===== src/rtl/cam_ctrl_pkg.sv =====
// Shared definitions for the camera line scheduler: FSM encoding and status-pulse bit indices.
package cam_ctrl_pkg;

    typedef enum logic [2:0] {
        StIdle,
        StArmed,
        StWaitLine,
        StLine,
        StReq
    } state_e;

    localparam int unsigned PulseFrameDone = 0;
    localparam int unsigned PulseLineErr   = 1;
    localparam int unsigned PulseLineDrop  = 2;
    localparam int unsigned PulseFrameErr  = 3;
    localparam int unsigned NumPulses      = 4;

    localparam int unsigned ByteCntW = 12;

endpackage


===== src/rtl/detect_falling_edge.sv =====
// Registered falling-edge detector; fall_o is high in the cycle the input is first seen low.
module detect_falling_edge (
    input  logic clk_i,
    input  logic rst_n,
    input  logic sig_i,
    output logic fall_o
);

    logic sig_q;

    always_ff @(posedge clk_i or negedge rst_n) begin
        if (!rst_n) begin
            sig_q <= 1'b0;
        end else begin
            sig_q <= sig_i;
        end
    end

    assign fall_o = sig_q & ~sig_i;

endmodule


===== src/rtl/cam_line_scheduler.sv =====
// Per-line admission and transmit handshake between the camera capture stage and the packetiser.
// Define FRAME_STATS_EN to add per-frame saturating drop/error counters (drop_cnt, err_cnt).
module cam_line_scheduler
    import cam_ctrl_pkg::*;
#(
    parameter int unsigned H_PIXELS   = 640,
    parameter int unsigned V_LINES    = 480,
    parameter int unsigned COLOR_MODE = 1,
    parameter int unsigned FIFO_AW    = 12
) (
    input  logic             PCLK_cam,
    input  logic             rst_n,
    input  logic             enable,
    input  logic             VSYNC_cam,
    input  logic             HREF_cam,
    input  logic             pixel_valid,
    input  logic [FIFO_AW:0] fifo_free,
    output logic             out_ready,
    output logic             line_req,
    input  logic             line_ack,
    output logic [15:0]      line_num,
    output logic [15:0]      frame_num,
    output logic             frame_done,
    output logic             line_err,
    output logic             line_drop,
    output logic             frame_err
`ifdef FRAME_STATS_EN
    ,
    output logic [15:0]      drop_cnt,
    output logic [15:0]      err_cnt
`endif
);

    localparam int unsigned LINE_BYTES = H_PIXELS * COLOR_MODE;
    localparam logic [ByteCntW-1:0] LineBytesCnt = ByteCntW'(LINE_BYTES);

    state_e                state_q, state_d;
    logic [15:0]           line_num_q, line_num_d;
    logic [15:0]           frame_num_q, frame_num_d;
    logic [ByteCntW-1:0]   byte_cnt_q, byte_cnt_d;
    logic                  granted_q, granted_d;
    logic                  frame_end_q, frame_end_d;
    logic                  line_req_q, line_req_d;
    logic                  out_ready_q, out_ready_d;
    logic [NumPulses-1:0]  pulse_q, pulse_d;
    logic                  href_q, vsync_q;
    logic                  href_rise, href_fall, vsync_rise, vsync_fall;
    logic                  start_line, close_line, premature;

    detect_falling_edge u_vsync_fall (
        .clk_i  (PCLK_cam),
        .rst_n  (rst_n),
        .sig_i  (VSYNC_cam),
        .fall_o (vsync_fall)
    );

    assign href_rise  = HREF_cam & ~href_q;
    assign href_fall  = ~HREF_cam & href_q;
    assign vsync_rise = VSYNC_cam & ~vsync_q;

    always_comb begin
        state_d     = state_q;
        line_num_d  = line_num_q;
        frame_num_d = frame_num_q;
        byte_cnt_d  = byte_cnt_q;
        granted_d   = granted_q;
        frame_end_d = frame_end_q;
        line_req_d  = line_req_q;
        pulse_d     = '0;
        start_line  = 1'b0;
        close_line  = 1'b0;
        premature   = 1'b0;

        unique case (state_q)
            StIdle: begin
                if (enable) state_d = StArmed;
            end
            StArmed: begin
                if (!enable) begin
                    state_d = StIdle;
                end else if (vsync_fall) begin
                    state_d    = StWaitLine;
                    line_num_d = '0;
                end
            end
            StWaitLine: begin
                if (vsync_rise) premature = 1'b1;
                else if (href_rise) start_line = 1'b1;
            end
            StLine: begin
                if (vsync_rise) begin
                    premature = 1'b1;
                end else if (href_fall) begin
                    close_line = 1'b1;
                    state_d    = StWaitLine;
                    // Dropped lines already reported line_drop; they never raise line_err.
                    if (granted_q && byte_cnt_q == LineBytesCnt) begin
                        state_d    = StReq;
                        line_req_d = 1'b1;
                    end else if (granted_q) begin
                        pulse_d[PulseLineErr] = 1'b1;
                    end
                end else if (pixel_valid && granted_q) begin
                    byte_cnt_d = byte_cnt_q + 1'b1;
                end
            end
            StReq: begin
                if (line_ack) begin
                    line_req_d  = 1'b0;
                    frame_end_d = 1'b0;
                    if (frame_end_q) begin
                        state_d = enable ? StArmed : StIdle;
                    end else begin
                        state_d    = StWaitLine;
                        start_line = href_rise;
                    end
                end else if (href_rise && !frame_end_q) begin
                    // Overrun: the new line is abandoned but still counts toward the frame.
                    line_req_d             = 1'b0;
                    pulse_d[PulseLineDrop] = 1'b1;
                    state_d                = StWaitLine;
                    close_line             = 1'b1;
                end
            end
            default: state_d = StIdle;
        endcase

        if (premature) begin
            pulse_d[PulseFrameErr] = 1'b1;
            line_num_d             = '0;
            state_d                = StArmed;
        end

        if (start_line) begin
            state_d    = StLine;
            byte_cnt_d = '0;
            granted_d  = 32'(fifo_free) >= LINE_BYTES;
            if (!granted_d) pulse_d[PulseLineDrop] = 1'b1;
        end

        if (close_line) begin
            line_num_d = line_num_q + 16'd1;
            if (32'(line_num_q) + 32'd1 == V_LINES) begin
                pulse_d[PulseFrameDone] = 1'b1;
                frame_num_d             = frame_num_q + 16'd1;
                line_num_d              = '0;
                // The last line may still need its transmit handshake before re-arming.
                if (state_d == StReq) frame_end_d = 1'b1;
                else state_d = enable ? StArmed : StIdle;
            end
        end

        out_ready_d = (state_d == StArmed) || (state_d == StLine && granted_d);
    end

    always_ff @(posedge PCLK_cam or negedge rst_n) begin
        if (!rst_n) begin
            state_q     <= StIdle;
            line_num_q  <= '0;
            frame_num_q <= '0;
            byte_cnt_q  <= '0;
            granted_q   <= 1'b0;
            frame_end_q <= 1'b0;
            line_req_q  <= 1'b0;
            out_ready_q <= 1'b0;
            pulse_q     <= '0;
            href_q      <= 1'b0;
            vsync_q     <= 1'b0;
        end else begin
            state_q     <= state_d;
            line_num_q  <= line_num_d;
            frame_num_q <= frame_num_d;
            byte_cnt_q  <= byte_cnt_d;
            granted_q   <= granted_d;
            frame_end_q <= frame_end_d;
            line_req_q  <= line_req_d;
            out_ready_q <= out_ready_d;
            pulse_q     <= pulse_d;
            href_q      <= HREF_cam;
            vsync_q     <= VSYNC_cam;
        end
    end

    assign out_ready  = out_ready_q;
    assign line_req   = line_req_q;
    assign line_num   = line_num_q;
    assign frame_num  = frame_num_q;
    assign frame_done = pulse_q[PulseFrameDone];
    assign line_err   = pulse_q[PulseLineErr];
    assign line_drop  = pulse_q[PulseLineDrop];
    assign frame_err  = pulse_q[PulseFrameErr];

`ifdef FRAME_STATS_EN
    logic [15:0] drop_cnt_q, drop_cnt_d, err_cnt_q, err_cnt_d;

    // Totals stay visible during the frame_done pulse and restart the cycle after.
    always_comb begin
        drop_cnt_d = pulse_q[PulseFrameDone] ? '0 : drop_cnt_q;
        err_cnt_d  = pulse_q[PulseFrameDone] ? '0 : err_cnt_q;
        if (pulse_d[PulseLineDrop] && drop_cnt_d != '1) drop_cnt_d = drop_cnt_d + 16'd1;
        if (pulse_d[PulseLineErr] && err_cnt_d != '1) err_cnt_d = err_cnt_d + 16'd1;
    end

    always_ff @(posedge PCLK_cam or negedge rst_n) begin
        if (!rst_n) begin
            drop_cnt_q <= '0;
            err_cnt_q  <= '0;
        end else begin
            drop_cnt_q <= drop_cnt_d;
            err_cnt_q  <= err_cnt_d;
        end
    end

    assign drop_cnt = drop_cnt_q;
    assign err_cnt  = err_cnt_q;
`endif

endmodule


===== config.mk =====
export PLATFORM = sky130hd
export DESIGN_NAME = cam_line_scheduler
export DESIGN_NICKNAME = d
export VERILOG_FILES = /design/src/rtl/cam_ctrl_pkg.sv /design/src/rtl/detect_falling_edge.sv /design/src/rtl/cam_line_scheduler.sv
export SDC_FILE = /design/constraint.sdc
export NUM_CORES = 1
export LEC_CHECK = 0
export ABC_AREA = 1
export BUFFER_PORTS_ARGS = -buffer_cell sky130_fd_sc_hd__buf_2
export CAP_MARGIN = 10
export CORE_UTILIZATION = 38
export DETAILED_ROUTE_END_ITERATION = 10
export GPL_ROUTABILITY_DRIVEN = 0
export MAX_ROUTING_LAYER = met4
export SLEW_MARGIN = 20
export SYNTH_ARGS = -nofsm -noshare
export SYNTH_HDL_FRONTEND = slang
export SYNTH_SLANG_ARGS = --single-unit

===== constraint.sdc =====
create_clock -name PCLK_cam -period 3.14 [get_ports PCLK_cam]
set_input_delay 0.314 -clock PCLK_cam [delete_from_list [all_inputs] [get_ports PCLK_cam]]
set_output_delay 0.314 -clock PCLK_cam [all_outputs]
set_load 0.02 [all_outputs]

Yosys cells after proc, flatten, opt, wreduce, memory -nomap -nowiden

Cells that the tools add are included.

Input bits: 20
Output and inout bits: 38
Flip-flop bits (word level): 57

Bitwise gates (word level): 8
Add/subtract/negate cells: 4
Reductions and logical operators: 18
$lt $le $gt $ge: 1
Multiplexer cells: 62
Eq/ne operators: 15

Operators with widths:

| kind                  | count |
|---|---|
| $mux 16               | 6 |
| $mux 12               | 5 |
| $mux 3                | 13 |
| $mux 1                | 33 |
| $add 16x1->16 const B | 2 |
| $add 16x1->17 const B | 1 |
| $eq 17x9->1 const B   | 1 |
| $pmux 3 s5            | 1 |
| $ge 13x10->1 const B  | 1 |
| $add 12x1->12 const B | 1 |
| $eq 12x10->1 const B  | 1 |
| $eq 3x2->1 const B    | 3 |
| $reduce_bool 3->1     | 3 |
| $eq 3x1->1 const B    | 2 |
| $eq 3x3->1 const B    | 2 |
| $ne 2x2->1 const B    | 3 |
| $pmux 1 s2            | 3 |
| $reduce_bool 2->1     | 3 |
| $reduce_and 5->1      | 1 |
| $and 1x1->1           | 4 |
| $logic_and 1x1->1     | 4 |
| $ne 2x1->1 const B    | 2 |
| $not 1->1             | 4 |
| $reduce_and 4->1      | 1 |
| 8 further kinds       | 8 |

Logic depth before layout (Yosys ltp)

Gate-level depths: netlist of run 1.

Word-level depth: 15
Mapped depth: 16
Mapped depth without buffers: 15

By module

From an unflattened synthesis of run 1, not the netlist that was laid out.

Cells, all modules: 467
Area, all modules: 3499.6 sq um

Modules (own cells, without submodules):

| module              | cells each | area an instance (sq um) | instances |
|---|---|---|---|
| cam_line_scheduler  | 464        | 3464.6                   | 1 |
| detect_falling_edge | 3          | 35.0                     | 1 |

Least setup slack after synthesis of run 1

No wires, ideal clock.

Kind: register -> register
Start point: register line_num_q[0] (netlist: line_num[0])
End point: register frame_num_q[15] (netlist: frame_num[15])
Setup slack: 815 ps
Cell stages (with the launch flop): 15
Clock period less this slack: 2325 ps
Arrival time: 2203 ps
Buffers on the path: 2
Required time: 3018 ps
Cell sequence: dfrtp_1 > ha_1 > buf_2 > nand2_2 > nor2_1 > nand3_1 > xor2_1 > nand2_2 > nor2_4 > nand3_4 > nor2_4 > inv_2 > buf_6 > nand2_1 > o21ai_2

Word-level cells in the longest chain between the ends: 3

Ends and longest elaborated chain:

| element                           | line                      | text |
|---|---|---|
| start, declared                   | cam_line_scheduler.sv:38  | `logic [15:0] line_num_q, line_num_d;` |
| start signal, assigned            | cam_line_scheduler.sv:171 | `line_num_q <= line_num_d;` |
| $add 16x1->17                     | cam_line_scheduler.sv:143 | `if (32'(line_num_q) + 32'd1 == V_LINES) begin` |
| $eq 17x9->1                       | cam_line_scheduler.sv:143 |  |
| $reduce_and 2->1 (no source line) | n/a                       |  |
| end signal, assigned              | cam_line_scheduler.sv:172 | `frame_num_q <= frame_num_d;` |
| end, declared                     | cam_line_scheduler.sv:39  | `logic [15:0] frame_num_q, frame_num_d;` |

No other way between the ends.
A chain may end at the register's enable or synchronous reset.

Worst setup path in the final report of run 1

Start point: register line_num_q[0] (netlist: line_num[0])
End point: register out_ready_q (netlist: out_ready)

Word-level cells in the longest chain between the ends: 7
Elaborated cells on any way between the ends: 8
Classes of those cells: add/sub: 1; eq/ne: 3; mux: 2; reduce/logical: 2

Ends and longest elaborated chain:

| element              | line                      | text |
|---|---|---|
| $add 16x1->17 (*)    | cam_line_scheduler.sv:143 |  |
| $eq 17x9->1 (*)      | cam_line_scheduler.sv:143 |  |
| $mux 3 (*)           | cam_line_scheduler.sv:143 |  |
| $mux 3 (*)           | cam_line_scheduler.sv:141 | `if (close_line) begin` |
| $eq 3x2->1           | cam_line_scheduler.sv:153 | `out_ready_d = (state_d == StArmed) \|\| (state_d == StLine && granted_d);` |
| $logic_and 1x1->1    | cam_line_scheduler.sv:153 |  |
| $logic_or 1x1->1 (*) | cam_line_scheduler.sv:153 |  |
| net out_ready_d      | cam_line_scheduler.sv:44  | `logic out_ready_q, out_ready_d;` |
| end signal, assigned | cam_line_scheduler.sv:177 | `out_ready_q <= out_ready_d;` |
| end, declared        | cam_line_scheduler.sv:44  |  |

The timed path passes the listed nets; every way through them passes the cells marked *.

==> reports/results.tsv, run 1 <==
metric	value	unit
grt_pass1_wl	14400	um
drive_above_1_share	18.0	%
drtAntennaViolNets	0	
io_pins	58	
skew	0.0101	ns
cpMostUsedCell	nor2_1	
whs	-0.0367	ns
slowest_delay	0.53	ns
initial_core_util	39.2	%
final_common_cell	nand2_1	
die_area	0.00938	mm2
r2r_start	line_num[0]$_DFFE_PN0P_	
slew_viol_final	0	
cts-htree-levels	3	
max_freq	0.374	GHz
clock_latency	0.34	ns
path_cells	ha_1 -> nand2_2 -> nor2_1 -> nand3_1 -> xor2_1 -> nand2_1 -> inv_1 -> nand4_2 -> nand2_1 -> nor2_1 -> nor2_1	
grt_use_met1	24.1	%
core	0.00872	mm2
setup_ws	0.466	ns
utilization	45.9	%
yosys_most_used_dff	dfrtp_1	
synthToLayoutAreaGrowth	16.9	%
p_switching	0.000796	W
critPathKind	reg -> reg	
p_sw_share	35.3	%
busiest_layer	met2	
yosys_warnings	0	
finalCritPeriodShare	85.2	%
path_delay_family	simple AND/OR/NAND/NOR gates	
worstPathRequired	3.39	ns
p_int	0.00146	W
totalWireLength	8270	um
netlist.top_cell.by_area	dfrtp_1	
finalCriticalPeriod	2.67	ns
crit_buf_inv	1	
setup_viol	0	
violations	negative hold slack	
ys_async_sr_fraction	100	%
arrival	2.92	ns
clkPwrFrac	33.2	%
dp_worst_setup_slack	0.473	ns
hold_viol	43	
syn_nets	489	
use_met3	3.90	%
critPathSlowestCell	dfrtp_1	
worstMarginPinSlew	0.561	ns
rsz0062_at_grt	false	
cap_viol_max_count	0	
hold_buffers	0	
leakagePower	1.96	nW
cts_buffer_depth	2	
outcome	finished, violations left	
tritoncts	done	
grtUsageMet2	30.7	%
vdd_drop_max	0.000272	V
row_count	34	
crit_fanout	9	
cts_inserted_buffers	9	
overflow	0	
syn_area_per_cell	7.35	um2
dieHeight	96.9	um
hpwlAfterDp	6050	um
numClockSinks	57	
vias	3247	
ys_seq_area_share	41.7	%
final_cell_mix	nand2_1 (114), dfrtp_1 (57), inv_1 (55)	
synth_area	0.00342	mm2
yosys.area.top_type_share	41.7	%
hp-class	in -> async	
cp-start-kind	register	
synth_edf_count	0	
tns	0	ns
grt_pass1_vias	3124	
fp.dieW	96.9	um
reg2reg_setup_slack	0.47	ns
cts_setup_buffers	0	
portBuffers	50	
rr_worst_depth	11	
ys_seq_elements	57	
nNetsFinal	546	
antenna_cells	0	
track_usage	19.2	%
ys_types	30	
wire_per_inst	13.0	um
antenna_found_initial	0	
clk_pin_slew	0.08	ns
cts_resized	0	
synthTopCellsByArea	dfrtp_1 (42%), nand2_1 (13%), nand3_1 (6.9%)	
fin_total_pwr	0.00225	W
cp-end-kind	register	
max-slew-margin-rel	62.6	%
drc	0	
r2r-end	out_ready$_DFF_PN0_	
cts-root-buf	clkbuf_8	
drt-pass1-iter-count	4	
syn_inst	465	
via_per_inst	5.11	
seqPwrFrac	43.2	%
p_per_area	563	mW/mm2
drt_iter0_markers	159	
p_comb_share	23.7	%
grt_start_max_net_pins	45	
## metrics by stage
step	instances	cell area [um2]	hold slack [ns]
2_1_floorplan	465	3420	0.0184
3_3_place_gp	619	3780	0.451
3_5_place_dp	619	3780	0.454
4_1_cts	635	4000	0.0948
5_1_grt	635	4000	0.0133
6_report	635	4000	-0.0367
## power groups by stage
stage	clock network [W]	logic, W	registers (W)
2_1_floorplan	0	0.000348	0.00100
3_5_place_dp	0	0.000532	0.000983
4_1_cts	0.000765	0.000535	0.000971
5_1_grt	0.000791	0.000611	0.000995
6_report	0.000747	0.000534	0.000972
3_3_place_gp	0	0.000517	0.000981
## worst max-delay path by stage
stage / cells after the start / startpoint / end / slack, ns
floorplan: 14 / line_num[0]$_DFFE_PN0P_ / frame_num[15]$_DFFE_PN0P_ / 0.82
global route: 11 / line_num[0]$_DFFE_PN0P_ / out_ready$_DFF_PN0_ / 0.28
finish: 11 / line_num[0]$_DFFE_PN0P_ / out_ready$_DFF_PN0_ / 0.47
CTS: 11 / line_num[0]$_DFFE_PN0P_ / out_ready$_DFF_PN0_ / 0.44
detailed placement: 11 / line_num[0]$_DFFE_PN0P_ / out_ready$_DFF_PN0_ / 0.47
global placement: 11 / line_num[0]$_DFFE_PN0P_ / out_ready$_DFF_PN0_ / 0.47
## registers in the layout, indices dropped and copies added (netlist names)
register and cells:
u_vsync_fall.sig_q 1, href_q 1, line_num 16, pulse_q 4
frame_end_q 1, out_ready 1, byte_cnt_q 12, state_q 3
granted_q 1, frame_num 16, line_req 1
## synthesized netlist by cell type, drive strengths merged, types with 6 or more instances
master / n
xnor2: 9
o22ai: 6
nand2: 125
nor4: 7
inv: 58
xor2: 9
dfrtp: 57
nand4: 14
a21oi: 11
nor3: 15
nor2: 55
o21ai: 37
nand3: 48
## cell families (layout without fill, tap and decap cells)
kind of cell	count (synthesis)	count (layout)	synth area share (%)
adder cells (fa/ha/maj)	4	4	1.46
buffers and inverters	65	127	7.61
flip-flops	57	57	41.7
AND/OR/NAND/NOR	265	265	35.6
AO/OA/AOI/OAI	56	56	8.96
XOR/XNOR	18	18	4.61
## cell type report
type                       instances  area [um2]
fill                             887        4720
multi-input combinational        343        1730
sequential                        57        1430
timing repair buffer              52         268
inverter                          59         221
clock buffer                      12         165
tap                              108         135
clock inverter                     4        50.0
## routing by layer
layer	vias to the layer above	routed length, um
met5	-	0
met4	0	58
met1	1520	3910
met3	8	356
met2	79	3940
li1	1640	-
## worst reg2reg max path, stage by stage, from the launching register on
cell and delay [ns]:
dfrtp_1 0.53, ha_1 0.42, nand2_2 0.12, nor2_1 0.20
nand3_1 0.14, xor2_1 0.33, nand2_1 0.09, inv_1 0.08
nand4_2 0.30, nand2_1 0.18, nor2_1 0.05, nor2_1 0.15
No activity file was read; power rests on OpenSTA's default activity.
==> run 2: changes to the inputs <==
--- a/config.mk
+++ b/config.mk
@@ -5,7 +5,6 @@
 export SDC_FILE = /design/constraint.sdc
 export NUM_CORES = 1
 export LEC_CHECK = 0
-export ABC_AREA = 1
 export BUFFER_PORTS_ARGS = -buffer_cell sky130_fd_sc_hd__buf_2
 export CAP_MARGIN = 10
 export CORE_UTILIZATION = 38
==> run 2 against run 1 <==
Net effect: the run now ends clean; synthesized area down 5.9%; critical path depth down 3; global-route usage down 0.51 points; fmax up 2.6%; hold slack better by 0.042 ns; highest routed layer unchanged.
==> reports/results.tsv, run 2 <==
metric	value	unit	change
cpMostUsedCell	xor2_1		
die_area	0.00884	mm2	-5.7%
ys_async_sr_fraction	100	%	unchanged
utilization	46.4	%	+0.58 points
outcome	completed		
syn_nets	362		-26%
io_pins	58		unchanged
hp-class	in -> async		
synth_common_cells	dfrtp_1 (57), nand2_1 (39), nor2_1 (30)		
p_switching	0.000465	W	-42%
syn_area_per_cell	9.52	um2	+30%
dr_wl_met2	3350	um	-15%
top_layer_used	met4		
cts_buffer_depth	2		unchanged
seqPwrFrac	46.3	%	+3.1 points
synth-simple-area-share	29.5	%	-6.2 points
rsz0062_at_grt	false		
worstMarginPinSlew	0.672	ns	+0.111 ns
slowest_delay	0.46	ns	-0.07 ns
synth_area	0.00322	mm2	-5.9%
grt_pass1_wl	12400	um	-14%
hold_buffers	0		unchanged
synthAdderAreaFrac	1.55	%	+0.091 points
whs	0.00500	ns	+0.0417 ns
dp_worst_setup_slack	0.563	ns	+0.0892 ns
synth-xor-area-share	7.62	%	+3.0 points
p_comb_share	9.9	%	-14 points
netlist.top_cell.by_area	dfrtp_1		
final_cell_mix	dfrtp_1 (57), buf_2 (50), nand2_1 (39)		
worstPathRequired	3.40	ns	about the same
drtAntennaViolNets	0		unchanged
tns	0	ns	unchanged
tritoncts	done		
synth_compound_area_share	12.7	%	+3.7 points
fill_cells	817		-7.9%
dieHeight	94.0	um	-2.9%
row_count	33		-2.9%
max_freq	0.384	GHz	+2.6%
track_usage	18.6	%	-0.51 points
numClockSinks	57		unchanged
leakagePower	1.83	nW	-6.6%
drt-pass1-iter-count	4		unchanged
synth_mux_area_share	0.816	%	+0.82 points
synthTopCellsByArea	dfrtp_1 (44%), xor2_1 (5.4%), nand2_1 (4.5%)		
wire_per_inst	14.5	um	+11%
skew	0.00704	ns	-0.00303 ns
ys_seq_area_share	44.3	%	+2.6 points
placed_cells	489		-21%
slew_viol_final	0		unchanged
multi_input_area	0.00168	mm2	-3.0%
synth_top_family_by_area	simple AND/OR/NAND/NOR gates		
cts_setup_buffers	0		unchanged
synthToLayoutAreaGrowth	18.5	%	
cp-start-kind	register		
final_common_cell	dfrtp_1		
fp.dieW	94.0	um	-2.9%
grt_start_max_net_pins	31		-31%
finalCritPeriodShare	83.0	%	-2.1 points
vias	2679		-17%
core	0.00822	mm2	-5.8%
totalWireLength	7330	um	-11%
cts-root-buf	clkbuf_8		
ys_types	60		+100%
clkPwrFrac	43.7	%	+11 points
drt_iter0_markers	144		-9.4%
cap_viol_max_count	0		unchanged
antenna_found_initial	0		unchanged
vdd_drop_max	0.000233	V	-14%
via_per_inst	5.30		+3.7%
finalCriticalPeriod	2.61	ns	-0.0667 ns
antenna_cells	0		unchanged
path_cells	ha_1 -> nand4_1 -> xor2_1 -> o22ai_1 -> o2111ai_4 -> buf_4 -> nor4b_2 -> xor2_1		
cts-htree-levels	3		unchanged
synth_edf_count	0		unchanged
crit_fanout	10		+1
ff_latch_area	0.00143	mm2	unchanged
syn_inst	338		-27%
yosys_most_used_dff	dfrtp_1		
drc	0		unchanged
setup_viol	0		unchanged
critPathSlowestCell	dfrtp_1		
portBuffers	50		unchanged
cts_resized	0		unchanged
overflow	0		unchanged
max-slew-margin-rel	55.2	%	-7.5 points
p_per_area	465	mW/mm2	-17%
drive_above_1_share	25.0	%	+7.0 points
critPathKind	reg -> reg		
dr_wl_met3	325	um	-8.7%
p_int	0.00131	W	-10%
nNetsFinal	419		-23%
clock_latency	0.33	ns	about the same
cts_inserted_buffers	9		unchanged
stdcell_count	505		-20%
ys_seq_elements	57		unchanged
yosys.area.top_type_share	44.3	%	+2.6 points
clk_pin_slew	0.07	ns	about the same
setup_ws	0.532	ns	+0.0667 ns
hold_viol	0		-100%
hpwlAfterDp	5150	um	-15%
grt_pass1_vias	2436		-22%
cp-end-kind	register		
p_sw_share	26.2	%	-9.1 points
arrival	2.86	ns	-0.06 ns
yosysMostFrequentCell	dfrtp_1		
wl_met1	3560	um	-9.1%
yosys_warnings	0		unchanged
initial_core_util	39.2	%	about the same
-- run 2: layout make-up --
class,count,share of cell area (%)
Multi-Input combinational cell,256,44.1
Sequential cell,57,37.4
Timing Repair Buffer,57,7.94
Clock buffer,11,3.71
Tap cell,105,3.44
Clock inverter,5,2.07
Inverter,14,1.38
-- run 2: final timing paths --
check | startpoint | end | slack [ns] | cells after the start
hold / removal | rst_n | byte_cnt_q[10]$_DFFE_PN0P_ | 0.005 | 1
hold reg to reg | frame_num[15]$_DFFE_PN0P_ | frame_num[15]$_DFFE_PN0P_ | 0.47 | 1
setup / recovery | line_num[0]$_DFFE_PN0P_ | frame_num[6]$_DFFE_PN0P_ | 0.53 | 8
setup reg to reg | line_num[0]$_DFFE_PN0P_ | frame_num[6]$_DFFE_PN0P_ | 0.53 | 8
min in group PCLK_cam | VSYNC_cam | u_vsync_fall.sig_q$_DFF_PN0_ | 0.12 | 1
max in group asynchronous | rst_n | line_num[12]$_DFFE_PN0P_ | 2.30 | 2
-- run 2: metal layers --
metal | vias up | global-route usage [%]
met3 | 8 | 2.99
met4 | 0 | 8.46
met5 | - | -
li1 | 1314 | -
met1 | 1306 | 26.4
met2 | 51 | 26.0
-- run 2: stage by stage --
| step | area [um2] | total power, W |
|---|---|---|
| global route | 3810 | 0.00186 |
| floorplan | 3220 | 0.000942 |
| CTS | 3810 | 0.00180 |
| detailed placement | 3590 | 0.00101 |
| finish | 3810 | 0.00177 |
| global placement | 3590 | 0.00101 |
-- run 2: worst max-delay path, delay by kind of cell (launching register included) --
family,cells,cell delay (ns)
AO/OA/AOI/OAI,2,0.57
AND/OR/NAND/NOR,2,0.54
flip-flops,1,0.46
XOR/XNOR,2,0.40
adder cells (fa/ha/maj),1,0.30
buffers and inverters,1,0.28
-- run 2: power by group through the flow --
stage | sequential [W] | clock [W] | combinational [W]
6_report | 0.000822 | 0.000776 | 0.000177
5_1_grt | 0.000829 | 0.000826 | 0.000204
4_1_cts | 0.000821 | 0.000796 | 0.000178
3_5_place_dp | 0.000835 | 0 | 0.000178
3_3_place_gp | 0.000833 | 0 | 0.000174
2_1_floorplan | 0.000839 | 0 | 0.000103
-- run 2: cells by family (layout without fill, tap and decap cells) --
kind of cell / Yosys count / in the layout
and+or+nand+nor: 165 / 165
AOI/OAI and AO/OA: 57 / 57
buffers and inverters: 25 / 87
xor gates and xnor gates: 28 / 28
adders and majority gates: 4 / 4
muxes: 2 / 2
DFF: 57 / 57
==> run 3: changes to the inputs <==
==> constraint.sdc (replaced) <==
create_clock -name PCLK_cam -period 2.55 [get_ports PCLK_cam]
set_input_delay 0.255 -clock PCLK_cam [delete_from_list [all_inputs] [get_ports PCLK_cam]]
set_output_delay 0.255 -clock PCLK_cam [all_outputs]
set_load 0.02 [all_outputs]
==> run 3 against run 2 <==
Net effect: non-clock buffer count increased by 17; largest power group unchanged; clock power increased by 12%; clock skew increased by 0.0011 ns; register-to-register slack got worse by 0.32 ns; count of clock-buffer cells in the layout decreased by 2; fmax increased by 12%; first-iteration DRC count increased by 1.4%; critical path depth decreased by 1; hold slack improved by 0.056 ns; via count increased by 1.6%; combinational power increased by 38%; die area unchanged.
==> reports/results.tsv, run 3 (same netlist as run 2, synthesis figures left out) <==
metric	value	unit	change
cts_buffer_depth	2		unchanged
max-slew-margin-rel	51.1	%	-4.1 points
drtAntennaViolNets	0		unchanged
crit_fanout	9		-1
worstPathRequired	2.81	ns	-0.59 ns
cap_viol_max_count	0		unchanged
multi_input_area	0.00169	mm2	+0.37%
max_freq	0.428	GHz	+12%
fill_cells	772		-5.5%
final_common_cell	dfrtp_1		
cts-root-buf	clkbuf_8		
hold_buffers	0		unchanged
die_area	0.00884	mm2	unchanged
finalCriticalPeriod	2.33	ns	-0.273 ns
whs	0.0608	ns	+0.0558 ns
drt_iter0_markers	146		+1.4%
fin_total_pwr	0.00212	W	+19%
dieHeight	94.0	um	unchanged
fp.dieW	94.0	um	unchanged
leakagePower	1.89	nW	+3.6%
drive_above_1_share	28.5	%	+3.5 points
initial_core_util	39.2	%	unchanged
rsz0062_at_grt	false		
vdd_drop_max	0.000213	V	-8.5%
path_delay_family	simple AND/OR/NAND/NOR gates		
clk_pin_slew	0.07	ns	about the same
core	0.00822	mm2	unchanged
numClockSinks	57		unchanged
ff_latch_area	0.00143	mm2	unchanged
cts-htree-levels	3		unchanged
crit_buf_inv	1		unchanged
hold_viol	0		unchanged
grt_pass1_wl	12700	um	+2.2%
drt-pass1-iter-count	4		unchanged
critPathSlowestCell	dfrtp_1		
slew_viol_final	0		unchanged
cp-start-kind	register		
finalCritPeriodShare	91.6	%	+8.5 points
critPathKind	reg -> reg		
final_cell_mix	dfrtp_1 (57), buf_2 (50), nand2_1 (39)		
portBuffers	50		unchanged
hp-class	in -> reg		
arrival	2.59	ns	-0.27 ns
hpwlAfterDp	5340	um	+3.7%
outcome	completed		
grt_start_max_net_pins	58		+87%
worstMarginPinSlew	0.734	ns	+0.0618 ns
path_cells	or3b_1 -> nand3b_1 -> nand2_1 -> o21ai_2 -> buf_4 -> nor4b_2 -> xor2_1		
wire_per_inst	14.4	um	-0.51%
skew	0.00812	ns	+0.00108 ns
vias	2723		+1.6%
antenna_cells	0		unchanged
track_usage	19.0	%	+0.30 points
via_per_inst	5.22		-1.7%
row_count	33		unchanged
cp-end-kind	register		
synthToLayoutAreaGrowth	22.1	%	
overflow	0		unchanged
clock_latency	0.34	ns	about the same
antenna_found_initial	0		unchanged
grt_pass1_vias	2537		+4.1%
slowest_delay	0.47	ns	about the same
cts_inserted_buffers	9		unchanged
tritoncts	done		
utilization	47.8	%	+1.4 points
nNetsFinal	436		+4.1%
io_pins	58		unchanged
drc	0		unchanged
totalWireLength	7540	um	+2.8%
setup_viol	0		unchanged
tns	0	ns	unchanged
p_per_area	539	mW/mm2	+16%
-- run 3: worst paths after layout --
kind / from / to / slack (ns) / cells past startpoint
worst max-delay path: state_q[1]$_DFF_PN0_ / frame_num[6]$_DFFE_PN0P_ / 0.22 / 7
worst min-delay path: VSYNC_cam / u_vsync_fall.sig_q$_DFF_PN0_ / 0.06 / 1
worst max register to register: state_q[1]$_DFF_PN0_ / frame_num[6]$_DFFE_PN0P_ / 0.22 / 7
worst min register to register: frame_num[15]$_DFFE_PN0P_ / frame_num[15]$_DFFE_PN0P_ / 0.47 / 1
max in group asynchronous: rst_n / line_num[11]$_DFFE_PN0P_ / 2.01 / 2
min in group asynchronous: rst_n / pulse_q[3]$_DFF_PN0_ / 0.07 / 2
-- run 3: cell type report --
cell class	count	share of cell area (%)
multi-input combinational	256	42.9
clock inverter	7	1.97
inverter	14	1.34
sequential	57	36.3
tap	105	3.34
clock buffer	9	3.15
timing repair buffer	74	11.0
-- run 3: worst reg2reg max path, delay by kind of cell, from the launching register on --
family                 cells  cell delay, ns
AO/OA/AOI/OAI              1            0.14
XOR/XNOR                   1            0.17
buffers and inverters      1            0.20
flip-flops                 1            0.47
AND/OR/NAND/NOR            4            1.27
-- run 3: routing by layer --
layer / up-vias / wire length, um / global-route usage [%]
met5: - / 0 / -
met4: 0 / 58 / 5.90
met3: 7 / 347 / 4.37
met2: 56 / 3440 / 27.3
met1: 1302 / 3690 / 26.3
li1: 1358 / - / -
-- run 3: where the power goes --
part	leakage, nW	switching (W)	total, W	internal [W]
combinational	1.03	0.000147	0.000244	0.0000968
clock	0.0885	0.000413	0.000871	0.000457
sequential	0.773	0.0000538	0.00101	0.000952
total	1.89	0.000614	0.00212	0.00151
-- run 3: what timing repair did --
action / CTS / global route
setup buffers: 0 / 0
setup endpoints to repair: 0 / 8
gates resized for setup: 0 / 1
-- run 3: through the flow --
step	worst slack (ns)	area [um2]	cells
after floorplan	0.213	3220	338
after global placement	0.171	3720	506
after global routing	0.0806	3930	522
after detailed placement	0.105	3720	506
final	0.215	3930	522
after CTS	0.0634	3920	522
